$ cat src/rtl/temp_fan_ctrl_pkg.sv
// -----------------------------------------------------------------------------
// temp_fan_ctrl_pkg
// Shared definitions for the temperature-sensor / fan controller:
//   - FRAME_BITS : number of SCLK periods (bits) in one sensor read frame
//   - TEMP_W     : width of the signed temperature code kept from a frame
//   - state_e    : frame sequencer states
//   - helpers    : state classification used for the busy / chip-select outputs
// -----------------------------------------------------------------------------
package temp_fan_ctrl_pkg;

    localparam int FRAME_BITS = 16;
    localparam int TEMP_W     = 14;
    localparam int BITCNT_W   = $clog2(FRAME_BITS) + 1;

    typedef enum logic [2:0] {
        ST_IDLE  = 3'd0,
        ST_SETUP = 3'd1,
        ST_SHIFT = 3'd2,
        ST_HOLD  = 3'd3,
        ST_DONE  = 3'd4
    } state_e;

    // Any state other than IDLE belongs to a frame in progress.
    function automatic logic state_is_busy(input state_e s);
        return (s != ST_IDLE);
    endfunction

    // Chip select is held low only while the sensor is being clocked.
    function automatic logic state_selects_sensor(input state_e s);
        return (s == ST_SETUP) || (s == ST_SHIFT);
    endfunction

endpackage

$ cat src/rtl/temp_fan_ctrl_spi_clk_gen.sv
// -----------------------------------------------------------------------------
// spi_clk_gen
// Half-period timer for the sensor serial clock. While en_i is high it counts
// CLK_DIV system clocks per half-period and alternates between a "high" half
// (ending in a fall strobe) and a "low" half (ending in a rise strobe).
// Dropping en_i restarts the timer in the high half.
// Ports:
//   clk, reset : system clock, synchronous active-high reset
//   en_i       : run the timer
//   tick_o     : last cycle of the current half-period
//   fall_o     : tick at the end of a high half (SCLK should fall next)
//   rise_o     : tick at the end of a low half  (SCLK should rise next)
// -----------------------------------------------------------------------------
module spi_clk_gen #(
    parameter int CLK_DIV = 25
) (
    input  logic clk,
    input  logic reset,
    input  logic en_i,
    output logic tick_o,
    output logic fall_o,
    output logic rise_o
);

    localparam int CW = (CLK_DIV > 1) ? $clog2(CLK_DIV) : 1;

    logic [CW-1:0] cnt_q, cnt_d;
    logic          phase_q, phase_d;   // 0: high half, 1: low half
    logic          tick_s;

    assign tick_s = en_i && (cnt_q == CW'(CLK_DIV - 1));
    assign tick_o = tick_s;
    assign fall_o = tick_s && !phase_q;
    assign rise_o = tick_s && phase_q;

    // Next-state for the half-period counter and phase.
    always_comb begin
        cnt_d   = cnt_q;
        phase_d = phase_q;
        if (!en_i) begin
            cnt_d   = '0;
            phase_d = 1'b0;
        end else if (tick_s) begin
            cnt_d   = '0;
            phase_d = !phase_q;
        end else begin
            cnt_d   = cnt_q + CW'(1);
            phase_d = phase_q;
        end
    end

    // Counter and phase registers.
    always_ff @(posedge clk) begin
        if (reset) begin
            cnt_q   <= '0;
            phase_q <= 1'b0;
        end else begin
            cnt_q   <= cnt_d;
            phase_q <= phase_d;
        end
    end

endmodule

$ cat src/rtl/temp_fan_ctrl.sv
// -----------------------------------------------------------------------------
// temp_fan_ctrl
// Reads a 16-bit frame from an SPI temperature sensor (manual start or
// periodic poll), keeps the low 14 bits as a signed temperature code and
// drives a fan enable with hysteresis between thr_lo and thr_hi.
// Ports:
//   clk, reset      : system clock, synchronous active-high reset
//   start           : one-cycle manual conversion request
//   thr_hi, thr_lo  : signed fan-on / fan-off thresholds
//   TEMP_DOUT       : sensor serial data in
//   TEMP_CS_n       : sensor chip select (active low)
//   TEMP_SCLK       : serial clock, idle high
//   TEMP_DIN        : sensor serial input, tied low
//   temp_data       : last captured signed temperature code
//   temp_valid      : one-cycle pulse with each temp_data update
//   busy            : a frame is in progress
//   fan_on          : fan enable (on after reset for fail-safe cooling)
// -----------------------------------------------------------------------------
module temp_fan_ctrl
    import temp_fan_ctrl_pkg::*;
#(
    parameter int CLK_DIV     = 25,
    parameter int POLL_CYCLES = 50_000_000
) (
    input  logic              clk,
    input  logic              reset,
    input  logic              start,
    input  logic [TEMP_W-1:0] thr_hi,
    input  logic [TEMP_W-1:0] thr_lo,
    input  logic              TEMP_DOUT,
    output logic              TEMP_CS_n,
    output logic              TEMP_SCLK,
    output logic              TEMP_DIN,
    output logic [TEMP_W-1:0] temp_data,
    output logic              temp_valid,
    output logic              busy,
    output logic              fan_on
);

    localparam int PW = (POLL_CYCLES > 1) ? $clog2(POLL_CYCLES) : 1;

    state_e                state_q, state_d;
    logic [PW-1:0]         poll_q, poll_d;
    logic                  pending_q, pending_d;
    logic [FRAME_BITS-1:0] shift_q, shift_d;
    logic [BITCNT_W-1:0]   bitcnt_q, bitcnt_d;
    logic                  cs_n_q, cs_n_d;
    logic                  sclk_q, sclk_d;
    logic [TEMP_W-1:0]     data_q, data_d;
    logic                  valid_q, valid_d;
    logic                  busy_q, busy_d;
    logic                  fan_q, fan_d;

    logic poll_wrap_s, request_s, clk_en_s;
    logic tick_s, fall_s, rise_s;
    logic above_hi_s, below_lo_s;

    assign clk_en_s = (state_q == ST_SETUP) || (state_q == ST_SHIFT) || (state_q == ST_HOLD);

    spi_clk_gen #(
        .CLK_DIV (CLK_DIV)
    ) u_clk_gen (
        .clk    (clk),
        .reset  (reset),
        .en_i   (clk_en_s),
        .tick_o (tick_s),
        .fall_o (fall_s),
        .rise_o (rise_s)
    );

    // A start and a poll wrap in the same cycle collapse into one request.
    assign poll_wrap_s = (poll_q == PW'(POLL_CYCLES - 1));
    assign request_s   = start || poll_wrap_s;

    assign above_hi_s = $signed(shift_q[TEMP_W-1:0]) > $signed(thr_hi);
    assign below_lo_s = $signed(shift_q[TEMP_W-1:0]) < $signed(thr_lo);

    // Poll counter, request flag, frame sequencer and output next-state.
    always_comb begin
        state_d   = state_q;
        shift_d   = shift_q;
        bitcnt_d  = bitcnt_q;
        sclk_d    = sclk_q;
        data_d    = data_q;
        valid_d   = 1'b0;
        fan_d     = fan_q;
        pending_d = pending_q;

        if (poll_wrap_s) begin
            poll_d = '0;
        end else begin
            poll_d = poll_q + PW'(1);
        end

        // In IDLE any request (new or held) starts a frame at once, so the flag
        // is only ever set while busy; further requests fold into it.
        if (state_q == ST_IDLE) begin
            pending_d = 1'b0;
        end else if (request_s) begin
            pending_d = 1'b1;
        end else begin
            pending_d = pending_q;
        end

        case (state_q)
            ST_IDLE: begin
                bitcnt_d = '0;
                sclk_d   = 1'b1;
                if (pending_q || request_s) begin
                    state_d = ST_SETUP;
                end else begin
                    state_d = ST_IDLE;
                end
            end
            ST_SETUP: begin
                if (fall_s) begin
                    state_d = ST_SHIFT;
                    sclk_d  = 1'b0;
                end else begin
                    state_d = ST_SETUP;
                end
            end
            ST_SHIFT: begin
                if (rise_s) begin
                    sclk_d   = 1'b1;
                    // Truncating the concatenation drops the oldest bit.
                    shift_d  = FRAME_BITS'({shift_q, TEMP_DOUT});
                    bitcnt_d = bitcnt_q + BITCNT_W'(1);
                end else if (fall_s) begin
                    // The would-be 17th falling edge ends the frame instead.
                    if (bitcnt_q == BITCNT_W'(FRAME_BITS)) begin
                        state_d = ST_HOLD;
                    end else begin
                        sclk_d = 1'b0;
                    end
                end else begin
                    state_d = ST_SHIFT;
                end
            end
            ST_HOLD: begin
                if (tick_s) begin
                    state_d = ST_DONE;
                end else begin
                    state_d = ST_HOLD;
                end
            end
            ST_DONE: begin
                data_d  = shift_q[TEMP_W-1:0];
                valid_d = 1'b1;
                state_d = ST_IDLE;
                // Set has priority when the thresholds overlap.
                if (above_hi_s) begin
                    fan_d = 1'b1;
                end else if (below_lo_s) begin
                    fan_d = 1'b0;
                end else begin
                    fan_d = fan_q;
                end
            end
            default: begin
                state_d = ST_IDLE;
                sclk_d  = 1'b1;
            end
        endcase

        cs_n_d = !state_selects_sensor(state_d);
        busy_d = state_is_busy(state_d);
    end

    // State and registered outputs.
    always_ff @(posedge clk) begin
        if (reset) begin
            state_q   <= ST_IDLE;
            poll_q    <= '0;
            pending_q <= 1'b0;
            shift_q   <= '0;
            bitcnt_q  <= '0;
            cs_n_q    <= 1'b1;
            sclk_q    <= 1'b1;
            data_q    <= '0;
            valid_q   <= 1'b0;
            busy_q    <= 1'b0;
            fan_q     <= 1'b1;
        end else begin
            state_q   <= state_d;
            poll_q    <= poll_d;
            pending_q <= pending_d;
            shift_q   <= shift_d;
            bitcnt_q  <= bitcnt_d;
            cs_n_q    <= cs_n_d;
            sclk_q    <= sclk_d;
            data_q    <= data_d;
            valid_q   <= valid_d;
            busy_q    <= busy_d;
            fan_q     <= fan_d;
        end
    end

    assign TEMP_CS_n  = cs_n_q;
    assign TEMP_SCLK  = sclk_q;
    assign TEMP_DIN   = 1'b0;
    assign temp_data  = data_q;
    assign temp_valid = valid_q;
    assign busy       = busy_q;
    assign fan_on     = fan_q;

endmodule

$ cat config.mk
export PLATFORM = sky130hd
export DESIGN_NAME = temp_fan_ctrl
export DESIGN_NICKNAME = d
export VERILOG_FILES = /design/src/rtl/temp_fan_ctrl_pkg.sv /design/src/rtl/temp_fan_ctrl_spi_clk_gen.sv /design/src/rtl/temp_fan_ctrl.sv
export SDC_FILE = /design/constraint.sdc
export NUM_CORES = 1
export LEC_CHECK = 0
export BUFFER_PORTS_ARGS = -buffer_cell sky130_fd_sc_hd__buf_2
export CAP_MARGIN = 20
export CORE_MARGIN = 4
export CORE_UTILIZATION = 61
export DETAILED_ROUTE_END_ITERATION = 8
export PLACE_DENSITY_LB_ADDON = 0.1
export SETUP_SLACK_MARGIN = 0.3
export SLEW_MARGIN = 20
export SYNTH_ARGS = -nofsm -noshare
export SYNTH_HDL_FRONTEND = slang
export SYNTH_SLANG_ARGS = --single-unit
$ cat constraint.sdc
create_clock -name clk -period 5.6 [get_ports clk]
set_input_delay 0.56 -clock clk [delete_from_list [all_inputs] [get_ports clk]]
set_output_delay 0.56 -clock clk [all_outputs]
set_load 0.03 [all_outputs]
Word level (Yosys, flattened, before mapping)
Index checks and enable logic that the tools add are counted.

Add/sub/neg operators: 3. Order comparisons: 2. Eq/ne operators: 13. Muxes and demuxes: 17. Bitwise logic cells: 2. Reduce and logical (&&, ||, !) cells: 23.

Operator list (number): $add A26 B1 Y26 const B (1); $eq A26 B26 Y1 const B (1); $gt A14 B14 Y1 (1); $lt A14 B14 Y1 (1); $mux W3 (4); $pmux W3 S4 (1); $add A5 B1 Y5 const B (2); $eq A5 B5 Y1 const B (2); $pmux W5 S2 (1); $eq A3 B2 Y1 const B (3); $mux W1 (8); $reduce_or A2 Y1 (4); $eq A3 B1 Y1 const B (2); $ne A3 B3 Y1 const B (2); $reduce_and A2 Y1 (3); $logic_or A1 B1 Y1 (5); $mux W5 (1); $ne A2 B2 Y1 const B (2); $reduce_and A4 Y1 (1); $reduce_bool A2 Y1 (2); $eq A3 B3 Y1 const B (1); $logic_and A1 B1 Y1 (3); $logic_not A3 Y1 (1); $pmux W1 S3 (1); 5 further kinds (7).

Bits in registers: 74. Input bits: 32. Output and inout port bits: 20. Logic and storage cells: 73.

Longest topological paths before layout
Gate-level depths: netlist (run 1).

Word-level depth: 11. Depth in mapped cells: 9. Mapped depth without buffers: 8.

By module
From an unflattened synthesis (run 1), not the netlist that was laid out.

Cell total of the unflattened synthesis: 456. Area, all modules: 3737.3 um^2.

Modules (own cells, without submodules): temp_fan_ctrl (times used 1, cells an instance 428, area an instance 3463.3 um^2, seq. area each 1361.3 um^2); spi_clk_gen (times used 1, cells an instance 28, area an instance 274.0 um^2, seq. area each 120.1 um^2).

Worst setup path after synthesis (run 1)
Ideal clock, no wire load.

Kind: input port to flip-flop. Start point: input thr_hi[4]. End point: register fan_q (netlist: fan_on). Setup time: 0.122 ns. Arrival time: 2.013 ns. Data required time: 5.478 ns. Path slack: 3.465 ns. Stages: 8. Buffers on the path: 0. Path through: inv_1 -> ha_1 -> and4_1 -> o21ai_0 -> o211ai_1 -> a21oi_1 -> mux2_2 -> a221o_1.

Longest elaborated chain between the ends: 3. Elaborated cells between the ends (all ways): 4. Those cells by class: 1 x order compare; 1 x mux; 2 x reduce/logical.

RTL lines: start: declaration (line temp_fan_ctrl.sv:28) `input logic [TEMP_W-1:0] thr_hi,`; $gt A14 B14 Y1 (*) (line temp_fan_ctrl.sv:75) `assign above_hi_s = $signed(shift_q[TEMP_W-1:0]) > $signed(thr_hi);`; $reduce_bool A2 Y1 (no line); $reduce_and A2 Y1 (no line); end signal: assignment (line temp_fan_ctrl.sv:195) `fan_q <= fan_d;`; end: declaration (line temp_fan_ctrl.sv:52) `logic fan_q, fan_d;`.

Mark *: on every way between the ends. The rest lies on a longest branch, timed or not. A chain may end at the register's enable or synchronous reset.

Final worst setup path (run 1)
Start point: register state_q[1]. End point: register bitcnt_q[3].

Longest elaborated chain between the ends: 7. Elaborated cells between the ends (all ways): 12. Those cells by class: 4 x eq/ne; 1 x mux; 7 x reduce/logical.

RTL lines: start: declaration (line temp_fan_ctrl.sv:42) `state_e state_q, state_d;`; start signal: assignment (line temp_fan_ctrl.sv:185) `state_q <= state_d;`; $eq A3 B1 Y1 / $eq A3 B2 Y1 (equally long branches) (line temp_fan_ctrl.sv:58, temp_fan_ctrl.sv:105); $logic_or A1 B1 Y1 (2 in series) (line temp_fan_ctrl.sv:58) `assign clk_en_s = (state_q == ST_SETUP) || (state_q == ST_SHIFT) || (state_q == ST_HOLD);`; $logic_and A1 B1 Y1 (line temp_fan_ctrl_spi_clk_gen.sv:31) `assign tick_s = en_i && (cnt_q == CW'(CLK_DIV - 1));`; $logic_and A1 B1 Y1 (line temp_fan_ctrl_spi_clk_gen.sv:34) `assign rise_o = tick_s && phase_q;`; $ne A2 B2 Y1 (no line); $reduce_and A2 Y1 (no line); end signal: assignment (line temp_fan_ctrl.sv:189) `bitcnt_q <= bitcnt_d;`; end: declaration (line temp_fan_ctrl.sv:46) `logic [BITCNT_W-1:0] bitcnt_q, bitcnt_d;`.

Parallel ways exist; a longest one is shown, timed or not.

==> impl_metrics.csv, run 1 <==
group,metric,value,unit
drt,dr_wl_met2,3330,um
sta,post-route-period-util,0.421,
logic_synthesis,syn_inst,448,
cts,clkTransAtPathRegs,80,ps
finish,layout.cells.non_filler,567,
sta,fin_tns_setup,0,ps
power_and_ir_drop,leakage,1.80,nW
die,io_pins,52,
placement,place_inst,551,
setup_path,r2r_setup_slack,3240,ps
sta,setup_violations,0,
finish,area_growth,13.0,%
drt,routed_wl,7070,um
power_and_ir_drop,combPwrFrac,0.052,
sta,finalHoldViolations,0,
cts,root_buffer,"clkbuf_8",
grt,antenna_found_initial,0,
logic_synthesis,syn_avg_cell_area,8.14,um2
logic_synthesis,yosysSeqAreaShare,0.406,
cts,cts_tree,"done",
cts,htree_levels,3,
logic_synthesis,synth_edf_count,0,
setup_path,worstRegToRegCells,6,
cts,post_cts_resized,0,
sta,min_period,2360,ps
logic_synthesis,synth_top_area_frac,0.406,
setup_path,r2r_start,"state_q[1]",
logic_synthesis,synth-seq-cells,74,
drt,first_pass_iters,4,
outcome,status,"completed",
sta,rsz0062_at_grt,"false",
power_and_ir_drop,p_int,796,uW
worst_hold_path,whs_path_depth,2,
finish,stdcell_area,0.00412,mm2
cts,numCtsBuffers,9,
cts,clock_path_buffers,2,
logic_synthesis,ys_async_sr_fraction,0,
drt,drc,0,
placement,dpl-instance-area,0.00391,mm2
logic_synthesis,synth.cell_area,0.00365,mm2
sta,slew_violations,0,
finish,drive_gt1_frac,0.141,
flow_run,max-cap-violations,0,
placement,hpwlAfterDp,4970,um
power_and_ir_drop,finalPower,1.02,mW
worst_hold_path,hp-class,"reg -> reg",
worst_hold_path,hp-start,"temp_data[10]",
sta,layout_setup_ws,3240,ps
power_and_ir_drop,swShare,0.223,
sta,whs,453,ps
die,coreArea,0.00564,mm2
drt,vias,3022,
power_and_ir_drop,ir_drop,197,uV
grt,overflow,0,
worst_hold_path,min_to,"temp_data[10]",
logic_synthesis,synthFlopType,"dfxtp_1",
cts,insertion_delay,350,ps
grt,grt_usage,0.208,
setup_path,r2r-end,"bitcnt_q[3]",
power_and_ir_drop,p_seq_frac,0.523,
cts,clock_sinks,74,
die,initial_utilization,0.647,
cts,post_cts_buffers,0,
grt,grt_pass1_vias,2958,
finish,diodes,0,
drt,wire_per_inst,12.5,um
setup_path,worstPathMaxFanout,17,
drt,maxUsedRoutingLayer,"met4",
setup_path,start_kind,"flip-flop",
die,fp.dieH,85.3,um
setup_path,cp.arrival,2600,ps
power_and_ir_drop,p_switching,228,uW
drt,drtAntennaViolNets,0,
cts,cts_hold_buf,0,
setup_path,crit_type,"reg -> reg",
placement,port_buffers,50,
logic_synthesis,syn_nets,512,
setup_path,cp-end-kind,"flip-flop",
sta,skew,5.87,ps
sta,max_slew_margin,0.529,
placement,globalplace.congestion,0.864,
grt,grt_max_degree,41,
die,die_x,85.3,um
power_and_ir_drop,powerDensity,248,mW/mm2
placement,pre_cts_slack,3320,ps
logic_synthesis,yosysTopAreaCell,"dfxtp_1",
logic_synthesis,synth_cell_types,44,
logic_synthesis,yosysWarnings,0,
drt,wl_met1,3270,um
die,rows,27,
drt,initialDrtViolationCount,133,
drt,via_per_inst,5.33,
sta,max_freq,0.424,GHz
drt,dr_wl_met3,352,um
finish,final_util,0.731,
logic_synthesis,synth.area.top_cells,"dfxtp_1 41%, ha_1 11%, nand2_1 7.5%, a21oi_1 5.5%, xor2_1 4.8%",
power_and_ir_drop,pwr-share-clk,0.426,
grt,grt_pass1_wl,12600,um
finish,layout.nets,554,
sta,tightest_slew,706,ps
setup_path,required,5840,ps
die,design.die.area,0.00728,mm2
power groups by stage:
stage | Sequential, mW | Combinational [mW] | Clock [mW]
after floorplan | 0.549 | 0.0332 | 0
after global placement | 0.547 | 0.0513 | 0
after detailed placement | 0.547 | 0.0529 | 0
after CTS | 0.535 | 0.0535 | 0.440
after global routing | 0.536 | 0.0616 | 0.468
final | 0.535 | 0.0529 | 0.436
kinds of logic (layout without fill, tap and decap cells):
group,count (synthesis),in the layout,synth area share
and+or+nand+nor,190,190,0.242
DFF,74,74,0.406
AOI/OAI and AO/OA,64,64,0.102
buffers and inverters,54,101,0.0586
adders and majority gates,32,32,0.110
xor gates and xnor gates,30,30,0.0720
muxes,3,3,0.00892
other,1,1,0.00103
cell usage after synthesis, drive strengths merged, types with 2 or more instances:
library cell,count
dfxtp,74
nand2b,5
ha,32
and3,9
clkbuf,13
o21ai,8
xor2,20
nand4,8
nand2,73
xnor2,10
and4,2
buf,6
nor4,2
a21oi,40
nor4b,2
nand3,24
or4,2
a211oi,3
or3,4
a21o,5
nor3b,2
mux2,2
nor2,43
nor3,9
inv,35
worst max-delay path: stages, from the launching register on:
cell	delay, ps
dfxtp_1	500
nor3b_1	420
nand3_1	550
nand2_1	340
nand4_1	170
xor2_1	210
nor2_1	60
cells in the final DEF (no fill, tap or decap), drive strengths merged, types with 2 or more instances in the layout:
| cell type | netlist | final |
|---|---|---|
| dfxtp | 74 | 74 |
| nand2 | 73 | 73 |
| buf | 6 | 50 |
| nor2 | 43 | 43 |
| a21oi | 40 | 40 |
| inv | 35 | 35 |
| ha | 32 | 32 |
| nand3 | 24 | 24 |
| xor2 | 20 | 20 |
| clkbuf | 13 | 13 |
| xnor2 | 10 | 10 |
| and3 | 9 | 9 |
| nor3 | 9 | 9 |
| nand4 | 8 | 8 |
| o21ai | 8 | 8 |
| nand2b | 5 | 5 |
| a21o | 5 | 5 |
| or3 | 4 | 4 |
| a211oi | 3 | 3 |
| or4 | 2 | 2 |
| nor4b | 2 | 2 |
| and4 | 2 | 2 |
| nor4 | 2 | 2 |
| nor3b | 2 | 2 |
| mux2 | 2 | 2 |
state kept, by name (all words and copies together), names as in the netlist:
register / count
bitcnt_q: 5
pending_q: 1
u_clk_gen.cnt_q: 5
shift_q: 14
u_clk_gen.phase_q: 1
poll_q: 26
temp_valid: 1
state_q: 3
busy: 1
TEMP_CS_n: 1
temp_data: 14
TEMP_SCLK: 1
fan_on: 1
how the worst max path moves through the flow:
| stage | from | to | slack [ps] |
|---|---|---|---|
| 5_1_grt | state_q[1] | bitcnt_q[3] | 2990 |
| 3_3_place_gp | thr_hi[4] | fan_on | 3340 |
| 2_1_floorplan | thr_hi[4] | fan_on | 3460 |
| 4_1_cts | state_q[1] | bitcnt_q[3] | 3260 |
| 6_report | state_q[1] | bitcnt_q[3] | 3240 |
| 3_5_place_dp | thr_hi[4] | fan_on | 3320 |
layer usage:
layer / track usage / vias up
met1: 0.254 / 1382
met4: 0.0849 / 0
met2: 0.359 / 55
met3: 0.0408 / 9
li1: - / 1576
met5: 0 / -
area by class of cell:
cell class / count / area [um2]
Clock buffer: 13 / 169
Timing Repair Buffer: 50 / 250
Clock inverter: 3 / 46.3
Tap cell: 72 / 90.1
Inverter: 35 / 131
Fill cell: 447 / 1520
Sequential cell: 74 / 1480
Multi-Input combinational cell: 320 / 1950
No activity file was read; power rests on OpenSTA's default activity.
==> run 2: changes to the inputs <==
--- a/config.mk
+++ b/config.mk
@@ -8,7 +8,7 @@
 export BUFFER_PORTS_ARGS = -buffer_cell sky130_fd_sc_hd__buf_2
 export CAP_MARGIN = 20
 export CORE_MARGIN = 4
-export CORE_UTILIZATION = 61
+export CORE_UTILIZATION = 57
 export DETAILED_ROUTE_END_ITERATION = 8
 export PLACE_DENSITY_LB_ADDON = 0.1
 export SETUP_SLACK_MARGIN = 0.3
==> constraint.sdc (replaced) <==
create_clock -name clk -period 2.2 [get_ports clk]
set_input_delay 0.22 -clock clk [delete_from_list [all_inputs] [get_ports clk]]
set_output_delay 0.22 -clock clk [all_outputs]
set_load 0.03 [all_outputs]
==> run 2 against run 1 <==
Effect of this change: wire length increased by 11%; utilization is essentially flat; worst hold slack got worse by 330 ps; combinational power rose to 3.1 times the previous value; largest power group unchanged; register-to-register slack got worse by 3000 ps; non-clock buffer count rose by 24; via count rose by 4.8%; largest cell class unchanged.
==> impl_metrics.csv, run 2 (same netlist as run 1, synthesis figures left out) <==
group,metric,value,unit
power_and_ir_drop,leakage,1.93,nW
placement,globalplace.congestion,0.842,
setup_path,crit_type,"reg -> reg",
power_and_ir_drop,p_seq_frac,0.540,
sta,max_freq,0.523,GHz
finish,seq_area,0.00150,mm2
sta,post-route-period-util,0.869,
die,coreArea,0.00606,mm2
power_and_ir_drop,p_int,1.94,mW
cts,cts_tree,"done",
cts,insertion_delay,340,ps
drt,first_pass_iters,5,
placement,hpwlAfterDp,5400,um
grt,grt_pass1_vias,2905,
finish,multi_input_area,0.00208,mm2
setup_path,r2r-end,"fan_on",
grt,grt_usage,0.205,
placement,pre_cts_slack,176,ps
drt,drtAntennaViolNets,0,
finish,diodes,0,
sta,finalHoldViolations,0,
sta,layout_setup_ws,288,ps
sta,min_period,1910,ps
sta,skew,7.43,ps
power_and_ir_drop,combPwrFrac,0.064,
outcome,status,"completed",
worst_hold_path,hp-start,"TEMP_DOUT",
finish,area_growth,21.3,%
drt,drc,0,
finish,final_util,0.730,
finish,layout.nets,578,
worst_hold_path,whs_path_depth,3,
cts,clock_path_buffers,2,
sta,slew_violations,0,
worst_hold_path,min_to,"shift_q[0]",
cts,clock_sinks,74,
setup_path,critical_path.startpoint,"shift_q[2]",
drt,initialDrtViolationCount,120,
finish,regMostFlops,"poll_q",
power_and_ir_drop,pwr-share-clk,0.395,
power_and_ir_drop,ir_drop,687,uV
setup_path,r2r_setup_slack,290,ps
finish,nFillCells,455,
drt,vias,3166,
cts,htree_levels,3,
cts,numCtsBuffers,9,
sta,tightest_slew,708,ps
finish,final_common_cell,"nand2_1",
cts,root_buffer,"clkbuf_8",
drt,via_per_inst,5.33,
setup_path,start_kind,"flip-flop",
sta,fin_tns_setup,0,ps
finish,layout_common_cells,"73 x nand2_1, 63 x dfxtp_1, 50 x buf_2, 42 x nor2_1, 39 x a21oi_1",
grt,overflow,0,
die,io_pins,52,
die,fp.dieH,88.0,um
sta,rsz0062_at_grt,"true",
die,die_x,88.0,um
setup_path,cp.arrival,2140,ps
finish,largest_register_ffs,26,
sta,max_slew_margin,0.528,
flow_run,max-cap-violations,0,
finish,drive_gt1_frac,0.233,
grt,antenna_found_initial,0,
power_and_ir_drop,swShare,0.231,
cts,cts_hold_buf,0,
setup_path,worstRegToRegCells,7,
setup_path,cp-end-kind,"flip-flop",
setup_path,required,2430,ps
setup_path,r2r_start,"shift_q[2]",
grt,grt_pass1_wl,12600,um
setup_path,worstPathMaxFanout,2,
placement,port_buffers,50,
grt,grt_max_degree,41,
worst_hold_path,hp-class,"in -> reg",
die,rows,28,
sta,setup_violations,0,
drt,routed_wl,7840,um
die,initial_utilization,0.602,
drt,wire_per_inst,13.2,um
power_and_ir_drop,p_switching,582,uW
cts,clkTransAtPathRegs,70,ps
die,design.die.area,0.00774,mm2
power_and_ir_drop,powerDensity,570,mW/mm2
-- run 2: changes by cell type in the layout (fill, tap and decap cells not counted), sizes merged --
cell,previous run,this run
clkinv,1,4
buf,50,74
clkbuf,13,10
-- run 2: through the flow --
stage	std cells	total power [mW]	hold slack (ps)	area, um2
6_report	594	2.52	124	4430
3_5_place_dp	570	1.53	445	4030
4_1_cts	589	2.53	110	4250
2_1_floorplan	448	1.48	295	3650
5_1_grt	594	2.63	125	4430
3_3_place_gp	570	1.53	440	4030
-- run 2: layer usage --
metal	up-vias	wire, um	GRT usage
met5	-	0	0
met4	0	123	0.0669
met3	10	439	0.0423
met2	89	3750	0.342
met1	1431	3520	0.264
li1	1636	-	-
-- run 2: cell type report --
cell class / instances / share of cell area
Clock buffer: 10 / 0.0288
Clock inverter: 6 / 0.0130
Inverter: 35 / 0.0297
Multi-Input combinational cell: 320 / 0.470
Sequential cell: 74 / 0.339
Tap cell: 75 / 0.0212
Timing Repair Buffer: 74 / 0.0981
-- run 2: worst max-delay path by stage --
| stage | end | slack (ps) | depth (start not counted) |
|---|---|---|---|
| 2_1_floorplan | poll_q[10] | 270 | 8 |
| 3_3_place_gp | state_q[0] | 270 | 7 |
| 3_5_place_dp | state_q[0] | 180 | 7 |
| 4_1_cts | fan_on | 300 | 7 |
| 5_1_grt | state_q[0] | 140 | 6 |
| 6_report | fan_on | 290 | 7 |
-- run 2: repair_timing --
item                                    4_1_cts  5_1_grt
gates resized for setup                       9       25
endpoints found under the setup margin       21       34
hold endpoints to repair                      0        0
cloned                                        0        0
setup buffers                                 3        5
pin swaps                                     4       10
-- run 2: worst max-delay path: stages (launching register included) --
cell	delay, ps
dfxtp_2	360
ha_4	190
and4_1	210
o21ai_1	90
o211ai_1	160
a21oi_2	200
mux2_4	310
a221o_1	280
-- run 2: power by group through the flow --
stage          clock network [mW]  registers (mW)  logic (mW)
5_1_grt                      1.09            1.36       0.184
3_3_place_gp                    0            1.39       0.137
2_1_floorplan                   0            1.40      0.0845
4_1_cts                      1.02            1.36       0.144
3_5_place_dp                    0            1.39       0.140
6_report                    0.997            1.36       0.163
==> run 3: changes to the inputs <==
--- a/config.mk
+++ b/config.mk
@@ -7,8 +7,10 @@
 export LEC_CHECK = 0
 export BUFFER_PORTS_ARGS = -buffer_cell sky130_fd_sc_hd__buf_2
 export CAP_MARGIN = 20
+export CELL_PAD_IN_SITES_DETAIL_PLACEMENT = 0
+export CELL_PAD_IN_SITES_GLOBAL_PLACEMENT = 1
 export CORE_MARGIN = 4
-export CORE_UTILIZATION = 57
+export CORE_UTILIZATION = 42
 export DETAILED_ROUTE_END_ITERATION = 8
 export PLACE_DENSITY_LB_ADDON = 0.1
 export SETUP_SLACK_MARGIN = 0.3
==> run 3 against run 2 <==
Effect of this change: utilization decreased by 20 points; sequential share of layout area fell by 0.096 points; critical path type unchanged; sequential power hardly changed; critical endpoint unchanged; wire length up 1.2%; largest power group unchanged.
==> impl_metrics.csv, run 3 (same netlist as run 1, synthesis figures left out) <==
group,metric,value,unit
outcome,status,"completed",
flow_run,max-cap-violations,0,
die,design.die.area,0.0102,mm2
finish,layout.nets,576,
cts,numCtsBuffers,9,
die,coreArea,0.00834,mm2
drt,first_pass_iters,4,
placement,globalplace.congestion,0.765,
finish,area_growth,21.7,%
setup_path,worstPathMaxFanout,2,
power_and_ir_drop,powerDensity,574,mW/mm2
sta,fin_tns_setup,0,ps
finish,largest_register_ffs,26,
sta,skew,10.2,ps
cts,clkTransAtPathRegs,70,ps
placement,hpwlAfterDp,5750,um
sta,slew_violations,0,
sta,rsz0062_at_grt,"true",
setup_path,crit_chain,"ha_1 -> and3_4 -> nand3_1 -> nor2_2 -> a21oi_1 -> mux2_4 -> a221o_1",
drt,drc,0,
cts,root_buffer,"clkbuf_8",
grt,grt_pass1_vias,2940,
setup_path,required,2430,ps
sta,max_freq,0.539,GHz
drt,via_per_inst,4.98,
setup_path,crit_slowest_cell,"dfxtp_1",
setup_path,cp_num_buf_inv,0,
sta,post-route-period-util,0.843,
finish,diodes,0,
sta,min_period,1850,ps
grt,grt_pass1_wl,13600,um
finish,regMostFlops,"poll_q",
setup_path,cp-end-kind,"flip-flop",
cts,htree_levels,3,
setup_path,start_kind,"flip-flop",
cts,clock_path_buffers,2,
finish,layout_common_cells,"73 x nand2_1, 63 x dfxtp_1, 50 x buf_2, 42 x nor2_1, 39 x a21oi_1",
grt,grt_usage,0.164,
grt,overflow,0,
setup_path,cp.arrival,2090,ps
power_and_ir_drop,leakage,1.92,nW
drt,drtAntennaViolNets,0,
drt,routed_wl,7930,um
setup_path,cp_top_family,"compound AO/OA/AOI/OAI gates",
grt,grt_max_degree,34,
drt,vias,3091,
setup_path,crit_type,"reg -> reg",
die,io_pins,52,
sta,finalHoldViolations,0,
cts,clock_sinks,74,
power_and_ir_drop,finalPower,2.55,mW
cts,insertion_delay,340,ps
worst_hold_path,hp-class,"in -> reg",
drt,initialDrtViolationCount,83,
placement,port_buffers,50,
die,die_x,101,um
cts,cts_hold_buf,0,
grt,antenna_found_initial,0,
sta,setup_violations,0,
die,initial_utilization,0.437,
die,fp.dieH,101,um
finish,nFillCells,815,
finish,drive_gt1_frac,0.227,
setup_path,cp_slowest_stage_delay,320,ps
die,rows,33,
cts,cts_tree,"done",
finish,final_common_cell,"nand2_1",
power_and_ir_drop,ir_drop,362,uV
drt,wire_per_inst,12.8,um
run 3: worst reg2reg max path, delay by kind of cell, from the launching register on:
family                   cells  cell delay, ps
AO/OA/AOI/OAI                2             450
adder cells (fa/ha/maj)      1             290
flip-flops                   1             320
multiplexers                 1             320
AND/OR/NAND/NOR              3             370
run 3: cell type report:
cell class | instances | area [um2] | area share
flip-flops and latches | 74 | 1500 | 0.338
clock inverters | 5 | 55.1 | 0.0124
inverters | 35 | 131 | 0.0296
multi-input cells | 320 | 2060 | 0.465
well taps | 105 | 131 | 0.0296
repair buffers | 72 | 419 | 0.0944
clock buffers | 10 | 138 | 0.0310
run 3: per-layer routing:
layer | vias to the layer above | global-route usage | routed length, um
li1 | 1622 | - | -
met1 | 1405 | 0.221 | 3860
met2 | 52 | 0.257 | 3510
met3 | 12 | 0.0324 | 405
met4 | 0 | 0.0644 | 151
met5 | - | 0 | 0
run 3: worst paths after layout:
| kind | startpoint | to | slack [ps] | cells after the start |
|---|---|---|---|---|
| setup / recovery | shift_q[11] | fan_on | 350 | 7 |
| hold / removal | TEMP_DOUT | shift_q[0] | 120 | 3 |
| setup reg to reg | shift_q[11] | fan_on | 350 | 7 |
| hold reg to reg | u_clk_gen.cnt_q[0] | u_clk_gen.cnt_q[0] | 440 | 1 |
run 3: power by group:
group	internal [mW]	switching [mW]
Clock	0.544	0.484
Sequential	1.35	0.0131
Combinational	0.0703	0.0866
run 3: through the flow:
| stage | utilization | hold WS (ps) | cell area [um2] | instances | setup slack, ps |
|---|---|---|---|---|---|
| 2_1_floorplan | - | 295 | 3650 | 448 | 272 |
| 3_3_place_gp | 0.489 | 440 | 4080 | 601 | 214 |
| 3_5_place_dp | 0.489 | 447 | 4080 | 601 | 160 |
| 4_1_cts | 0.517 | 94.8 | 4310 | 619 | 301 |
| 5_1_grt | 0.532 | 100 | 4440 | 621 | 264 |
| 6_report | 0.532 | 116 | 4440 | 621 | 346 |
run 3: repair_timing:
item | CTS | global route
setup endpoints to repair | 26 | 34
buffers inserted | 3 | 2
gates resized for setup | 7 | 26
pin swaps | 6 | 10
